**src/rtl/gru_pkg.sv**
```systemverilog
// -----------------------------------------------------------------------------
// gru_pkg
// Shared definitions for the GRU timestep sequencer: default sizing constants,
// gate encodings, the sequencer state enum and a width helper.
// -----------------------------------------------------------------------------
package gru_pkg;

    // Default sizing: datapath word width, input vector length, neurons per gate.
    localparam int GRU_FIXED      = 32;
    localparam int GRU_NB_INPUTS  = 24;
    localparam int GRU_NB_NEURONS = 24;

    // Gate encodings, in processing order (all r values exist before H starts).
    localparam logic [1:0] GATE_Z = 2'd0;
    localparam logic [1:0] GATE_R = 2'd1;
    localparam logic [1:0] GATE_H = 2'd2;

    typedef enum logic [2:0] {
        IDLE,
        BIAS,
        MAC_IN,
        MAC_REC,
        ACT,
        WR,
        UPD,
        DONE
    } gru_state_t;

    // Bit width needed to index 'value' entries, never below one bit so that
    // degenerate sizes still give legal vector declarations.
    function automatic int clog2_min1(input int value);
        return (value > 1) ? $clog2(value) : 1;
    endfunction

endpackage : gru_pkg

```
**src/rtl/gru_addr_gen.sv**
```systemverilog
// -----------------------------------------------------------------------------
// gru_addr_gen
// Combinational address generator for the GRU parameter memories.
//
// Ports:
//   g         in   gate index (0 = Z, 1 = R, 2 = H)
//   n         in   neuron index within the gate
//   k         in   input/state vector index
//   bias_addr out  g*N + n
//   win_addr  out  k*3N + g*N + n   (input weights)
//   wrec_addr out  k*3N + g*N + n   (recurrent weights)
//
// All terms are widened to the destination width before the arithmetic, and
// every destination is sized for its largest legal address, so nothing wraps.
// -----------------------------------------------------------------------------
module gru_addr_gen
    import gru_pkg::*;
#(
    parameter  int NB_INPUTS  = GRU_NB_INPUTS,
    parameter  int NB_NEURONS = GRU_NB_NEURONS,
    localparam int NW = clog2_min1(NB_NEURONS),
    localparam int BW = clog2_min1(3 * NB_NEURONS),
    localparam int WW = clog2_min1(3 * NB_NEURONS * NB_INPUTS),
    localparam int RW = clog2_min1(3 * NB_NEURONS * NB_NEURONS),
    localparam int KW = clog2_min1((NB_INPUTS > NB_NEURONS) ? NB_INPUTS : NB_NEURONS)
) (
    input  logic [1:0]    g,
    input  logic [NW-1:0] n,
    input  logic [KW-1:0] k,
    output logic [BW-1:0] bias_addr,
    output logic [WW-1:0] win_addr,
    output logic [RW-1:0] wrec_addr
);

    always_comb begin
        bias_addr = BW'(g) * BW'(NB_NEURONS) + BW'(n);
        win_addr  = WW'(k) * WW'(3 * NB_NEURONS) + WW'(g) * WW'(NB_NEURONS) + WW'(n);
        wrec_addr = RW'(k) * RW'(3 * NB_NEURONS) + RW'(g) * RW'(NB_NEURONS) + RW'(n);
    end

endmodule : gru_addr_gen

```
**src/rtl/gru_seq_ctrl.sv**
```systemverilog
// -----------------------------------------------------------------------------
// gru_seq_ctrl
// Sequencer for one GRU timestep. For each gate Z, R, H and each neuron n it
// loads the bias, accumulates M input products and N state products, requests
// an activation, writes the gate register; finally it updates the N state
// entries and pulses done.
//
// Ports:
//   clk, rst       clock; synchronous active-high reset
//   start          begin a timestep (honoured in IDLE only)
//   busy, done     activity flag; one-cycle completion pulse
//   gate, neuron   current gate (0 Z, 1 R, 2 H) and neuron index
//   bias_addr, win_addr, wrec_addr, vec_idx   memory / vector addresses
//   mac_load, mac_en, mac_src, mac_rmul       accumulator controls
//   act_req, act_sel, act_ack                 activation handshake
//   gate_we, st_we                            gate-register / state writes
//
// Every output is registered and decoded from the next state and next
// counters, so each address appears in the same cycle as its strobe and is
// zero whenever its strobe is low.
// -----------------------------------------------------------------------------
module gru_seq_ctrl
    import gru_pkg::*;
#(
    parameter  int FIXED      = GRU_FIXED,
    parameter  int NB_INPUTS  = GRU_NB_INPUTS,
    parameter  int NB_NEURONS = GRU_NB_NEURONS,
    localparam int NW = clog2_min1(NB_NEURONS),
    localparam int BW = clog2_min1(3 * NB_NEURONS),
    localparam int WW = clog2_min1(3 * NB_NEURONS * NB_INPUTS),
    localparam int RW = clog2_min1(3 * NB_NEURONS * NB_NEURONS),
    localparam int KW = clog2_min1((NB_INPUTS > NB_NEURONS) ? NB_INPUTS : NB_NEURONS)
) (
    input  logic          clk,
    input  logic          rst,
    input  logic          start,
    output logic          busy,
    output logic          done,
    output logic [1:0]    gate,
    output logic [NW-1:0] neuron,
    output logic [BW-1:0] bias_addr,
    output logic [WW-1:0] win_addr,
    output logic [RW-1:0] wrec_addr,
    output logic [KW-1:0] vec_idx,
    output logic          mac_load,
    output logic          mac_en,
    output logic          mac_src,
    output logic          mac_rmul,
    output logic          act_req,
    output logic          act_sel,
    input  logic          act_ack,
    output logic          gate_we,
    output logic          st_we
);

    // FIXED only travels with the block for downstream width checks; reject
    // nonsensical sizes at elaboration.
    if (FIXED < 1 || NB_INPUTS < 1 || NB_NEURONS < 1) begin : g_bad_params
        $error("gru_seq_ctrl: FIXED, NB_INPUTS and NB_NEURONS must all be >= 1");
    end

    localparam logic [KW-1:0] K_LAST_IN  = KW'(NB_INPUTS - 1);
    localparam logic [KW-1:0] K_LAST_REC = KW'(NB_NEURONS - 1);
    localparam logic [NW-1:0] N_LAST     = NW'(NB_NEURONS - 1);

    gru_state_t    state, state_nx;
    logic [1:0]    g, g_nx;
    logic [NW-1:0] n, n_nx;
    logic [KW-1:0] k, k_nx;

    logic [BW-1:0] bias_nx;
    logic [WW-1:0] win_nx;
    logic [RW-1:0] wrec_nx;
    logic          in_neuron_nx;

    // Addresses are formed from the next counters so that they can be
    // registered alongside the strobes decoded from the next state.
    gru_addr_gen #(
        .NB_INPUTS  (NB_INPUTS),
        .NB_NEURONS (NB_NEURONS)
    ) u_addr_gen (
        .g         (g_nx),
        .n         (n_nx),
        .k         (k_nx),
        .bias_addr (bias_nx),
        .win_addr  (win_nx),
        .wrec_addr (wrec_nx)
    );

    // Next-state and counter logic.
    always_comb begin
        // NOTE: every variable is given a default first, so no path through
        // the case leaves it unassigned and no latch is inferred.
        state_nx = state;
        g_nx     = g;
        n_nx     = n;
        k_nx     = k;

        unique case (state)
            IDLE: begin
                if (start) begin
                    state_nx = BIAS;
                    g_nx     = GATE_Z;
                    n_nx     = '0;
                    k_nx     = '0;
                end
            end
            BIAS: begin
                state_nx = MAC_IN;
                k_nx     = '0;
            end
            MAC_IN: begin
                if (k == K_LAST_IN) begin
                    state_nx = MAC_REC;
                    k_nx     = '0;
                end else begin
                    k_nx = k + KW'(1);
                end
            end
            MAC_REC: begin
                if (k == K_LAST_REC) begin
                    state_nx = ACT;
                    k_nx     = '0;
                end else begin
                    k_nx = k + KW'(1);
                end
            end
            ACT: begin
                // act_ack is only looked at here; elsewhere it has no effect.
                if (act_ack) begin
                    state_nx = WR;
                end
            end
            WR: begin
                if (n != N_LAST) begin
                    n_nx     = n + NW'(1);
                    state_nx = BIAS;
                end else if (g != GATE_H) begin
                    n_nx     = '0;
                    g_nx     = g + 2'd1;
                    state_nx = BIAS;
                end else begin
                    n_nx     = '0;
                    state_nx = UPD;
                end
            end
            UPD: begin
                if (n == N_LAST) begin
                    n_nx     = '0;
                    state_nx = DONE;
                end else begin
                    n_nx = n + NW'(1);
                end
            end
            DONE: begin
                g_nx     = GATE_Z;
                state_nx = IDLE;
            end
            default: begin
                g_nx     = GATE_Z;
                n_nx     = '0;
                k_nx     = '0;
                state_nx = IDLE;
            end
        endcase
    end

    // Gate and neuron are meaningful through the per-neuron phases only.
    always_comb begin
        in_neuron_nx = state_nx inside {BIAS, MAC_IN, MAC_REC, ACT, WR};
    end

    // State, counters and registered outputs.
    always_ff @(posedge clk) begin
        // NOTE: sequential state uses non-blocking assignments so every
        // register samples the pre-edge values, independent of statement order.
        if (rst) begin
            state     <= IDLE;
            g         <= GATE_Z;
            n         <= '0;
            k         <= '0;
            busy      <= 1'b0;
            done      <= 1'b0;
            gate      <= GATE_Z;
            neuron    <= '0;
            bias_addr <= '0;
            win_addr  <= '0;
            wrec_addr <= '0;
            vec_idx   <= '0;
            mac_load  <= 1'b0;
            mac_en    <= 1'b0;
            mac_src   <= 1'b0;
            mac_rmul  <= 1'b0;
            act_req   <= 1'b0;
            act_sel   <= 1'b0;
            gate_we   <= 1'b0;
            st_we     <= 1'b0;
        end else begin
            state     <= state_nx;
            g         <= g_nx;
            n         <= n_nx;
            k         <= k_nx;
            busy      <= (state_nx != IDLE);
            done      <= (state_nx == DONE);
            gate      <= in_neuron_nx ? g_nx : GATE_Z;
            neuron    <= (in_neuron_nx || state_nx == UPD) ? n_nx : '0;
            bias_addr <= (state_nx == BIAS)    ? bias_nx : '0;
            win_addr  <= (state_nx == MAC_IN)  ? win_nx  : '0;
            wrec_addr <= (state_nx == MAC_REC) ? wrec_nx : '0;
            vec_idx   <= (state_nx inside {MAC_IN, MAC_REC}) ? k_nx : '0;
            mac_load  <= (state_nx == BIAS);
            mac_en    <= (state_nx inside {MAC_IN, MAC_REC});
            mac_src   <= (state_nx == MAC_REC);
            mac_rmul  <= (state_nx == MAC_REC) && (g_nx == GATE_H);
            act_req   <= (state_nx == ACT);
            act_sel   <= (state_nx == ACT) && (g_nx == GATE_H);
            gate_we   <= (state_nx == WR);
            st_we     <= (state_nx == UPD);
        end
    end

endmodule : gru_seq_ctrl

```
**config.mk**
```make
export PLATFORM = sky130hd
export DESIGN_NAME = gru_seq_ctrl
export DESIGN_NICKNAME = d
export VERILOG_FILES = /design/src/rtl/gru_pkg.sv /design/src/rtl/gru_addr_gen.sv /design/src/rtl/gru_seq_ctrl.sv
export SDC_FILE = /design/constraint.sdc
export NUM_CORES = 1
export LEC_CHECK = 0
export BUFFER_PORTS_ARGS = -buffer_cell sky130_fd_sc_hd__buf_4
export CAP_MARGIN = 20
export CORE_UTILIZATION = 55
export CTS_CLUSTER_DIAMETER = 80
export DETAILED_ROUTE_END_ITERATION = 8
export PLACE_DENSITY_LB_ADDON = 0.25
export RECOVER_POWER = 25
export SLEW_MARGIN = 15
export SYNTH_ARGS = -nofsm -noshare
export SYNTH_HDL_FRONTEND = slang
export SYNTH_SLANG_ARGS = --single-unit
```
**constraint.sdc**
```tcl
create_clock -name clk -period 12.5 [get_ports clk]
set_input_delay 2.5 -clock clk [delete_from_list [all_inputs] [get_ports clk]]
set_output_delay 2.5 -clock clk [all_outputs]
set_load 0.02 [all_outputs]
```
After elaboration in Yosys (flattened, before gate mapping)
Cells that the tools add are included.
Storage, ports and cells
  word-level logic and storage cells: 87
  output and inout bits: 51
  flip-flop bits (word level): 66
  input port bits: 4
Operators by class
  $add $sub $neg: 6
  equal/unequal tests: 19
  multiplexer cells: 19
  multiply operators: 3
  bitwise operators: 6
  reductions and logical operators: 14
Operators with widths (count)
  case mux 5 bit (3 select lines): 2
  two-way mux 5 bit: 5
  equality test 3 bit (second input constant): 8
  case mux 3 bit (8 select lines): 1
  two-way mux 3 bit: 7
  OR reduction 2 bit: 7
  equality test 3 x 2 -> 1 bit (second input constant): 4
  adder 11 x 5 -> 11 bit: 1
  adder 11 x 7 -> 11 bit: 1
  adder 5 x 1 -> 5 bit (second input constant): 2
  equality test 5 bit (second input constant): 2
  multiplier 2 x 2 -> 4 bit (second input constant): 2
  multiplier 5 x 4 -> 8 bit (second input constant): 1
  adder 7 x 5 -> 7 bit: 1
  equality test 3 x 1 -> 1 bit (second input constant): 2
  two-way mux 2 bit: 3
  inverter 1 bit: 6
  case mux 2 bit (3 select lines): 1
  != test 5 bit (second input constant): 1
  nonzero test 5 bit: 1
  logical NOT 3 bit: 1
  nonzero test 3 bit: 1
  adder 2 x 1 -> 2 bit (second input constant): 1
  equality test 2 bit (second input constant): 1
  4 further kinds: 5

Logic depth before layout (Yosys ltp)
Gate-level depths: netlist of run 1.
  depth after elaboration: 9
  gate-level depth with buffers: 18
  gate-level depth less buffers: 17

Modules after synthesis
A second synthesis of run 1 with hierarchy kept.
Unflattened totals
  cells, all modules: 312
  area, all modules: 2984.1 µm²
By module, submodules not included
  gru_seq_ctrl: area each 2353.5 µm², seq. area each 1321.3 µm², times used 1, cells each 240
  gru_addr_gen: area each 630.6 µm², seq. area each 0.0 µm², times used 1, cells each 72

Least setup slack after synthesis of run 1
Ideal clock, no wire load.
  path type: in2reg
  from: input port start
  to: register win_addr[10]
  stages on the path: 15
  arrival time: 5.921 ns
  buffers on the path: 0
  data required time: 12.428 ns
  path slack: 6.508 ns
  library setup time: 0.072 ns
  cells stage by stage: or4b_2 and2_1 a21oi_1 inv_1 ha_1 fa_1 inv_1 ha_1 inv_1 fa_1 nand2b_1 a211oi_1 xnor2_1 mux2i_1 mux2i_1
Between the ends
  word-level cells in the longest chain between the ends: 5
  elaborated cells on any way between the ends: 15
  those cells by class: add/sub: 2; mul: 2; eq/ne: 1; mux: 8; bitwise: 1; reduce/logical: 1
RTL lines
  start, declared: line gru_seq_ctrl.sv:36  | input logic start,
  two-way mux 2 bit: line gru_seq_ctrl.sv:101  | if (start) begin
  case mux 2 bit (3 select lines): line gru_seq_ctrl.sv:99  | unique case (state)
  via g_nx[1]: line gru_seq_ctrl.sv:67  | logic [1:0] g, g_nx;
  multiplier 2 x 2 -> 4 bit: line gru_addr_gen.sv:37  | win_addr = WW'(k) * WW'(3 * NB_NEURONS) + WW'(g) * WW'(NB_NEURONS) + WW'(n);
  adder 11 x 7 -> 11 bit: line gru_addr_gen.sv:37
  adder 11 x 5 -> 11 bit: line gru_addr_gen.sv:37
  end signal, assigned: line gru_seq_ctrl.sv:208  | win_addr <= (state_nx == MAC_IN) ? win_nx : '0;
  end, declared: line gru_seq_ctrl.sv:42  | output logic [WW-1:0] win_addr,
The timed path passes the listed nets, and every way through them passes these cells.
A chain may end at the register's enable or synchronous reset.

Final worst setup path of run 1
Same ends and word-level chain as after synthesis.

==> results of run 1 <==
==> kinds of logic after synthesis <==
family	count (synthesis)	share of synthesized area [%]
buffers and inverters	41	5.99
xor gates and xnor gates	7	2.08
and+or+nand+nor	113	21.4
muxes	6	2.04
DFF	66	44.9
AOI/OAI and AO/OA	52	12.2
adders and majority gates	24	11.5
==> worst max-delay path, stage by stage <==
cell and delay [ns]:
buf_4 0.10, or4b_2 0.61, nand3_1 0.13, a21oi_1 0.07, a21oi_1 0.30, inv_1 0.14
ha_1 0.37, fa_1 0.42, inv_1 0.06, ha_1 0.16, inv_1 0.06, fa_1 0.39
nand2b_1 0.20, a211oi_1 0.28, xnor2_1 0.10, mux2i_1 0.27, mux2i_1 0.22
==> synthesized netlist by cell type, types with 5 or more instances <==
master    number  area [um^2]
clkbuf_1       6         22.5
mux2i_1        6         60.1
o21ai_0        6         30.0
nand2_1        6         22.5
nor2_1        45          169
dfxtp_1       66         1320
inv_1         29          109
ha_1          19          238
nor2_2         8         50.1
nand2b_1       7         43.8
a21oi_1       17         85.1
nor3_1         8         40.0
fa_1           5          100
==> metal layers <==
metal | part of all wire [%] | vias to the layer above
met5 | 0 | -
met4 | 2.3 | 0
met3 | 4.3 | 11
met2 | 50 | 59
met1 | 44 | 1091
li1 | - | 1156
==> registers in the layout, indices dropped and copies added (netlist names), 2 cells and up <==
register / count
win_addr: 11
wrec_addr: 11
bias_addr: 7
k: 5
n: 5
neuron: 5
vec_idx: 5
state: 3
g: 2
gate: 2
==> cell type report <==
cell class / instances / area (um^2)
Tap cell: 70 / 87.6
Clock inverter: 7 / 77.6
Sequential cell: 66 / 1320
Multi-Input combinational cell: 202 / 1450
Timing Repair Buffer: 54 / 345
Clock buffer: 9 / 124
Fill cell: 430 / 1620
Inverter: 30 / 114
==> where the power goes <==
part / leakage [nW] / switching [mW] / internal (mW) / total [mW]
registers: 0.533 / 0.00677 / 0.214 / 0.221
clock network: 0.0998 / 0.0848 / 0.0933 / 0.178
logic: 0.898 / 0.0348 / 0.0169 / 0.0518
total: 1.53 / 0.126 / 0.325 / 0.451
==> worst min path at each step <==
stage	start	cells after the start	slack, ns	to
detailed placement	k[0]	2	0.62	k[0]
floorplan	k[0]	2	0.55	k[0]
CTS	k[0]	2	0.64	k[0]
finish	k[0]	2	0.65	k[0]
global placement	k[0]	2	0.59	k[0]
global route	n[1]	2	0.69	wrec_addr[1]
==> stage by stage <==
stage               cell area [um^2]  hold slack [ns]  setup WS, ns
floorplan                       2950            0.545          6.51
global placement                3380            0.594          6.24
detailed placement              3380            0.618          6.08
CTS                             3580            0.636          6.43
global route                    3520            0.688          6.10
finish                          3520            0.645          6.38
==> out/metrics.yaml, run 1 <==
outcome: "finished, final reports clean"
gr-usage-met1_pct: 29.3
maxSlewViolCount: 0
fin_skew_ns: 0.00694
grt_pass1_wl_mm: 9.63
hold_buffers: 0
fin_crit_sh_pct: 48.9
dp_hpwl_mm: 4.22
fin_util_pct: 68.4
clockBufferDepth: 2
drc: 0
diodes: 0
die_x_um: 75.2
final_cell_mix: "66 x dfxtp_1, 45 x nor2_1, 38 x buf_4"
grt_max_degree: 25
port_buffers: 54
num_vias: 2317
clock_sink_count: 66
final_layout_size_suffix_gt1_share_pct: 20.4
grt_use_met3_pct: 4.82
synthFlopType: "dfxtp_1"
cts_tree: "done"
top_usage_layer: "met2"
drt_first_pass_iters: 4
wl_per_cell_um: 13.4
final-hold-violation-count: 0
cts_setup_buffers: 0
period_needed_ns: 6.12
async_reset_ff_share_pct: 0
setup_violations: 0
syn-num-nets: 337
htreeDepth: 3
grtUsageMet2_pct: 38.3
ys_ff_latch: 66
cp-endpoint: "win_addr[10]"
ant_nets: 0
initial_utilization_pct: 57.3
r2r-end: "win_addr[10]"
grt_setup_unrepaired: "no"
place.gp.congestion: 0.922
synthCells: 309
peakVddDrop_mv: 0.0804
clk_pin_slew_worst_paths_ns: 0.07
core_area_um2: 5140
nets: 391
ys_warn_count: 0
layout_commonest_cell: "dfxtp_1"
seq_area_frac_synth_pct: 44.9
critPathKind: "input pin to flip-flop"
rrSetupSlack_ns: 7.93
syn_avg_cell_area_um2: 9.53
crit_fanout: 4
num_rows: 26
track_usage_pct: 23.3
postCtsResizedCells: 0
start_kind: "input pin"
cp.required_ns: 12.77
io_pins: 55
clock.fmax_mhz: 163
maxSlewHeadroom_pct: 25.1
crit_path_end_kind: "flip-flop"
finalWirelength_mm: 5.87
synth_area_um2: 2950
worstSetupStartpoint: "start"
tightest_slew_ns: 1.12
regToRegStartpoint: "state[0]"
syn_to_final_growth_pct: 19.4
grt_pass1_vias: 2105
clk_latency_ns: 0.34
cts-buffers-inserted: 9
maxCapViolCount: 0
first_iter_violations: 156
synth_edf_count: 0
overflow: 0
p_per_area_nw_per_um2: 128
die_h_um: 75.2
via_per_inst: 5.29
total_power_mw: 0.451
clockRootBuffer: "clkbuf_8"
die_area_um2: 5650
timing.critical_path.arrival_ns: 6.39
setup_tns_ns: 0
r2r_cells: 16
antenna_found_initial: 0
p_leak_nw: 1.53
hold_path_class: "flip-flop to flip-flop"
place_inst: 422
synth_cell_types: 54
fin_cells: 438
(Power assumes the default switching activity.)
==> inputs of run 2 (changes only) <==
--- a/config.mk
+++ b/config.mk
@@ -5,9 +5,10 @@
 export SDC_FILE = /design/constraint.sdc
 export NUM_CORES = 1
 export LEC_CHECK = 0
+export ABC_AREA = 1
 export BUFFER_PORTS_ARGS = -buffer_cell sky130_fd_sc_hd__buf_4
 export CAP_MARGIN = 20
-export CORE_UTILIZATION = 55
+export CORE_UTILIZATION = 54
 export CTS_CLUSTER_DIAMETER = 80
 export DETAILED_ROUTE_END_ITERATION = 8
 export PLACE_DENSITY_LB_ADDON = 0.25
==> constraint.sdc (replaced) <==
create_clock -name clk -period 5.7 [get_ports clk]
set_input_delay 1.14 -clock clk [delete_from_list [all_inputs] [get_ports clk]]
set_output_delay 1.14 -clock clk [all_outputs]
set_load 0.02 [all_outputs]
==> out/metrics.yaml, run 2 <==
cts_tree: "done"  # unchanged
initial_utilization_pct: 55.9  # was 57.3%
critPathSlowestCell: "fa_1"  # was or4b_2
ys_top_cells_by_area: "dfxtp_1 47%, nor2_1 8.6%, ha_1 8.4%, inv_1 6.8%, nand2_1 6.4%"  # was dfxtp_1 45%, ha_1 8.1%, nor2_1 5.7%, inv_1 3.7%, fa_1 3.4%
critPathTopFamily: "adder cells"  # unchanged
yosysMostFrequentCell: "dfxtp_1"  # unchanged
seq_area_frac_synth_pct: 46.6  # was 44.9%
postCtsResizedCells: 0  # unchanged
tightest_slew_ns: 0.894  # was 1.12 ns
syn-num-nets: 369  # was 337
antenna_found_initial: 0  # unchanged
clk_pin_slew_worst_paths_ns: 0.08  # was 0.07 ns
maxSlewHeadroom_pct: 40.4  # was 25.1%
cp_num_buf_inv: 7  # was 4
die_area_um2: 5540  # was 5650 um^2
num_rows: 26  # unchanged
p_per_area_nw_per_um2: 303  # was 128 nW/um^2
drt_first_pass_iters: 4  # unchanged
place_inst: 460  # was 422
total_power_mw: 1.05  # was 0.451 mW
wl_per_cell_um: 11.8  # was 13.4 um
setup_tns_ns: 0  # unchanged
place.gp.congestion: 0.900  # was 0.922
p_leak_nw: 1.68  # was 1.53 nW
peakVddDrop_mv: 0.211  # was 0.0804 mV
syn_avg_cell_area_um2: 8.31  # was 9.53 um^2
outcome: "finished, final reports clean"  # unchanged
yosysTopAreaCell: "dfxtp_1"  # unchanged
clock_sink_count: 66  # unchanged
final_cell_mix: "70 x nor2_1, 66 x dfxtp_1, 52 x nand2_1"  # was 66 x dfxtp_1, 45 x nor2_1, 38 x buf_4
via_per_inst: 4.87  # was 5.29
final-hold-violation-count: 0  # unchanged
cts-buffers-inserted: 9  # unchanged
synth_area_um2: 2840  # was 2950 um^2
grt_max_degree: 20  # was 25
hold_slack_ns: 0.628  # was 0.645 ns
hold_path_class: "flip-flop to flip-flop"  # unchanged
htreeDepth: 3  # unchanged
ys_warn_count: 0  # unchanged
maxSlewViolCount: 0  # unchanged
final_layout_size_suffix_gt1_share_pct: 19.7  # was 20.4%
clk_latency_ns: 0.34  # about the same
overflow: 0  # unchanged
crit_chain: "clkbuf_4 > inv_1 > nand3_1 > nand2_1 > inv_1 > o21ai_1 > inv_1 > ha_1 > fa_1 > inv_1 > ha_1 > inv_1 > fa_1 > nor2_1 > a211oi_1 > nor2_1 > inv_1 > nor2_1 > nand2_1 > nand2_1 > nor2_1"  # was buf_4 > or4b_2 > nand3_1 > a21oi_1 > a21oi_1 > inv_1 > ha_1 > fa_1 > inv_1 > ha_1 > inv_1 > fa_1 > nand2b_1 > a211oi_1 > xnor2_1 > mux2i_1 > mux2i_1
synthCells: 341  # was 309
setup_violations: 0  # unchanged
start_kind: "input pin"  # unchanged
die_h_um: 74.5  # was 75.2 um
layout_commonest_cell: "nor2_1"  # was dfxtp_1
fin_crit_sh_pct: 70.8
crit_path_end_kind: "flip-flop"  # unchanged
fin_cells: 476  # was 438
core_area_um2: 5070  # was 5140 um^2
async_reset_ff_share_pct: 0  # unchanged
design_area_um2: 3460  # was 3520 um^2
clockRootBuffer: "clkbuf_8"  # unchanged
drc: 0  # unchanged
crit_path_frequent_cell: "inv_1"  # unchanged
syn_to_final_growth_pct: 21.9  # was 19.4%
post_dp_cell_area_um2: 3300  # was 3380 um^2
yosysTopAreaCellShare_pct: 46.6  # was 44.9%
synthTopCellsByCount: "66 x dfxtp_1, 65 x nor2_1, 51 x inv_1"  # was 66 x dfxtp_1, 45 x nor2_1, 29 x inv_1
ant_nets: 0  # unchanged
hold_buffers: 0  # unchanged
timing.critical_path.arrival_ns: 4.25  # was 6.39 ns
nets: 429  # was 391
cpPeakStageDelay_ns: 0.45  # was 0.61 ns
diodes: 0  # unchanged
grt_pass1_vias: 2179  # was 2105
ys_ff_latch: 66  # unchanged
grt_setup_unrepaired: "no"  # unchanged
fin_skew_ns: 0.00616  # was 0.00694 ns
die_x_um: 74.5  # was 75.2 um
dp_hpwl_mm: 4.22  # about the same
clockBufferDepth: 2  # unchanged
io_pins: 55  # unchanged
port_buffers: 54  # unchanged
first_iter_violations: 181  # was 156
critPathKind: "input pin to flip-flop"  # unchanged
synth_cell_types: 33  # was 54
cts_setup_buffers: 0  # unchanged
period_needed_ns: 4.04
clock.fmax_mhz: 248
cp.required_ns: 5.92  # was 12.77 ns
grt_pass1_wl_mm: 9.56  # was 9.63 mm
finalWirelength_mm: 5.59  # was 5.87 mm
synth_edf_count: 0  # unchanged
track_usage_pct: 23.2  # was 23.3%
maxCapViolCount: 0  # unchanged
top_regs: "win_addr x11, wrec_addr x11, bias_addr x7"  # unchanged
num_vias: 2318  # was 2317
synthFlopType: "dfxtp_1"  # unchanged
crit_fanout: 4  # unchanged
run 2: changes by cell type after synthesis, moves of 5 or more:
cell / before / now
a21oi_1: 17 / 12
inv_1: 29 / 51
mux2i_1: 6 / 0
nand2_1: 6 / 48
nand2_2: 0 / 5
nand2b_1: 7 / 0
nand3_1: 4 / 18
nor2_1: 45 / 65
run 2: where the power goes:
part	leakage, nW	switching, mW	internal (mW)
combinational	1.04	0.0937	0.0370
clock	0.106	0.186	0.250
sequential	0.533	0.00846	0.473
run 2: final timing paths:
check	cells past startpoint	end	startpoint	slack, ns
worst min register to register	2	n[2]	n[2]	0.63
worst min-delay path	2	n[2]	n[2]	0.63
worst max-delay path	21	wrec_addr[10]	start	1.66
worst max register to register	22	wrec_addr[10]	n[0]	1.88
run 2: metal layers:
metal	vias to the layer above	track usage [%]	wire (um)
met2	71	39.0	2770
met3	14	7.72	395
li1	1181	-	-
met5	-	0	0
met4	0	10.9	120
met1	1052	26.5	2310
run 2: cell families after synthesis:
| kind of cell | count (synthesis) | share of synthesized area (%) |
|---|---|---|
| adders and majority gates | 24 | 11.9 |
| buffers and inverters | 57 | 7.94 |
| and+or+nand+nor | 161 | 25.7 |
| DFF | 66 | 46.6 |
| xor gates and xnor gates | 6 | 1.85 |
| AOI/OAI and AO/OA | 27 | 6.00 |
run 2: worst min-delay path: stages, from the launching register on:
cell and delay (ns):
dfxtp_1 0.40, a21oi_2 0.11, nor2_1 0.08
run 2: layout make-up:
| cell class | instances | area, um^2 |
|---|---|---|
| repair buffers | 54 | 379 |
| multi-input cells | 218 | 1250 |
| well taps | 70 | 87.6 |
| flip-flops and latches | 66 | 1320 |
| clock buffers | 9 | 124 |
| fillers | 457 | 1620 |
| inverters | 52 | 195 |
| clock inverters | 7 | 101 |
run 2: through the flow:
step,utilization (%),setup WS (ns)
6_report,68.1,1.66
5_1_grt,68.1,1.31
4_1_cts,69.4,1.60
3_5_place_dp,65.0,1.26
3_3_place_gp,65.0,1.39
2_1_floorplan,-,1.69
==> inputs of run 3 (changes only) <==
==> constraint.sdc (replaced) <==
create_clock -name clk -period 4.1 [get_ports clk]
set_input_delay 0.82 -clock clk [delete_from_list [all_inputs] [get_ports clk]]
set_output_delay 0.82 -clock clk [all_outputs]
set_load 0.02 [all_outputs]
==> out/metrics.yaml, run 3 (synthesis results as in run 2) <==
num_rows: 26  # unchanged
p_per_area_nw_per_um2: 425  # was 303 nW/um^2
track_usage_pct: 23.7  # was 23.2%
p_seq_share_pct: 45.6  # was 45.9%
grt_setup_unrepaired: "no"  # unchanged
cts_tree: "done"  # unchanged
die_x_um: 74.5  # unchanged
drt_first_pass_iters: 4  # unchanged
grt_max_degree: 20  # unchanged
port_buffers: 54  # unchanged
place_inst: 463  # was 460
place.gp.congestion: 0.883  # was 0.900
fin_skew_ns: 0.00969  # was 0.00616 ns
tightest_slew_ns: 0.508  # was 0.894 ns
outcome: "finished, final reports clean"  # unchanged
p_leak_nw: 1.63  # was 1.68 nW
timing.critical_path.arrival_ns: 3.88  # was 4.25 ns
wl_per_cell_um: 12.1  # was 11.8 um
drc: 0  # unchanged
io_pins: 55  # unchanged
antenna_found_initial: 0  # unchanged
clockBufferDepth: 2  # unchanged
overflow: 0  # unchanged
hold_buffers: 0  # unchanged
nets: 432  # was 429
die_h_um: 74.5  # unchanged
crit_fanout: 6  # was 4
via_per_inst: 4.84  # was 4.87
hold_slack_ns: 0.635  # was 0.628 ns
maxSlewHeadroom_pct: 66.0  # was 40.4%
clockRootBuffer: "clkbuf_8"  # unchanged
regArea_um2: 1320  # unchanged
top_regs: "win_addr x11, wrec_addr x11, bias_addr x7"  # unchanged
postCtsResizedCells: 0  # unchanged
first_iter_violations: 149  # was 181
syn_to_final_growth_pct: 21.6  # was 21.9%
dp_hpwl_mm: 4.27  # was 4.22 mm
cp.required_ns: 4.32  # was 5.92 ns
combPwrFrac_pct: 12.8  # was 12.5%
finalWirelength_mm: 5.79  # was 5.59 mm
final_cell_mix: "66 x nor2_1, 66 x dfxtp_1, 51 x inv_1"  # was 70 x nor2_1, 66 x dfxtp_1, 52 x nand2_1
grt_pass1_vias: 2244  # was 2179
clk_pin_slew_worst_paths_ns: 0.07  # was 0.08 ns
clock.fmax_mhz: 273
diodes: 0  # unchanged
die_area_um2: 5540  # unchanged
intPower_mw: 1.06  # was 0.759 mW
maxCapViolCount: 0  # unchanged
ant_nets: 0  # unchanged
fin_cells: 479  # was 476
switchingPower_mw: 0.407  # was 0.288 mW
critPathKind: "flip-flop to flip-flop"  # was input pin to flip-flop
num_vias: 2318  # unchanged
peakVddDrop_mv: 0.275  # was 0.211 mV
maxSlewViolCount: 0  # unchanged
crit_path_end_kind: "flip-flop"  # unchanged
cts_setup_buffers: 0  # unchanged
start_kind: "flip-flop"  # was input pin
total_power_mw: 1.47  # was 1.05 mW
htreeDepth: 3  # unchanged
setup_violations: 0  # unchanged
core_area_um2: 5070  # unchanged
fin_crit_sh_pct: 89.3
fill_cells: 455  # was 457
final_layout_size_suffix_gt1_share_pct: 18.6  # was 19.7%
initial_utilization_pct: 55.9  # unchanged
final-hold-violation-count: 0  # unchanged
period_needed_ns: 3.66
grt_pass1_wl_mm: 9.67  # was 9.56 mm
clk_latency_ns: 0.35  # was 0.34 ns
clock_sink_count: 66  # unchanged
cts-buffers-inserted: 9  # unchanged
clockPowerShare_pct: 41.6  # about the same
multi_input_area_um2: 1280  # was 1250 um^2
hold_path_class: "flip-flop to flip-flop"  # unchanged
setup_tns_ns: 0  # unchanged
switching_share_pct: 27.8  # was 27.5%
-- run 3: changes by cell type in the layout (fill, tap and decap cells not counted), sizes merged --
| cell | before | now |
|---|---|---|
| clkbuf | 17 | 32 |
| buf | 46 | 34 |
| clkinvlp | 2 | 0 |
| clkinv | 1 | 2 |
| inv | 54 | 55 |
-- run 3: power by group through the flow --
stage | combinational [mW] | sequential (mW) | clock (mW)
after floorplan | 0.137 | 0.694 | 0
after global placement | 0.196 | 0.683 | 0
after detailed placement | 0.198 | 0.683 | 0
after CTS | 0.198 | 0.668 | 0.621
after global routing | 0.211 | 0.671 | 0.645
final | 0.188 | 0.668 | 0.609
-- run 3: routing by layer --
| layer | up-vias | wire length [um] | track usage [%] | share of wire (%) |
|---|---|---|---|---|
| met5 | - | 0 | 0 | 0 |
| met4 | 0 | 136 | 14.0 | 2.4 |
| met3 | 15 | 243 | 5.28 | 4.2 |
| met2 | 60 | 2860 | 41.0 | 49 |
| met1 | 1057 | 2540 | 26.5 | 44 |
| li1 | 1186 | - | - | - |
-- run 3: path summary, 6_finish.rpt --
path              slack, ns  depth (start not counted)  start             to
hold reg to reg        0.63                          2   k[0]           k[0]
setup / recovery       0.44                         22   n[0]  wrec_addr[10]
setup reg to reg       0.44                         22   n[0]  wrec_addr[10]
hold / removal         0.63                          2   k[0]           k[0]
-- run 3: cell type report --
cell class,instances,area share [%]
clock inverters,7,2.90
flip-flops and latches,66,38.3
multi-input cells,218,37.1
well taps,70,2.54
repair buffers,57,9.91
inverters,52,5.66
clock buffers,9,3.59
-- run 3: through the flow --
stage,cell area (um^2),worst slack (ns),util [%]
after detailed placement,3320,0.176,65.4
after global routing,3450,0.123,67.9
after CTS,3540,0.438,69.8
after floorplan,2840,0.407,-
final,3450,0.439,67.9
after global placement,3320,0.325,65.4
-- run 3: worst max-delay path: stages (launching register included) --
cell	delay (ns)
dfxtp_1	0.42
ha_1	0.21
nand2_1	0.10
inv_1	0.09
nand2_1	0.14
nand2_1	0.09
o211ai_1	0.08
o21ai_1	0.13
inv_1	0.12
ha_1	0.37
fa_1	0.44
inv_1	0.07
ha_1	0.16
inv_1	0.06
fa_1	0.39
nor2_1	0.12
a211oi_1	0.07
nor2_1	0.13
inv_1	0.07
nor2_1	0.10
nand2_1	0.05
nand2_1	0.08
nor2_1	0.04
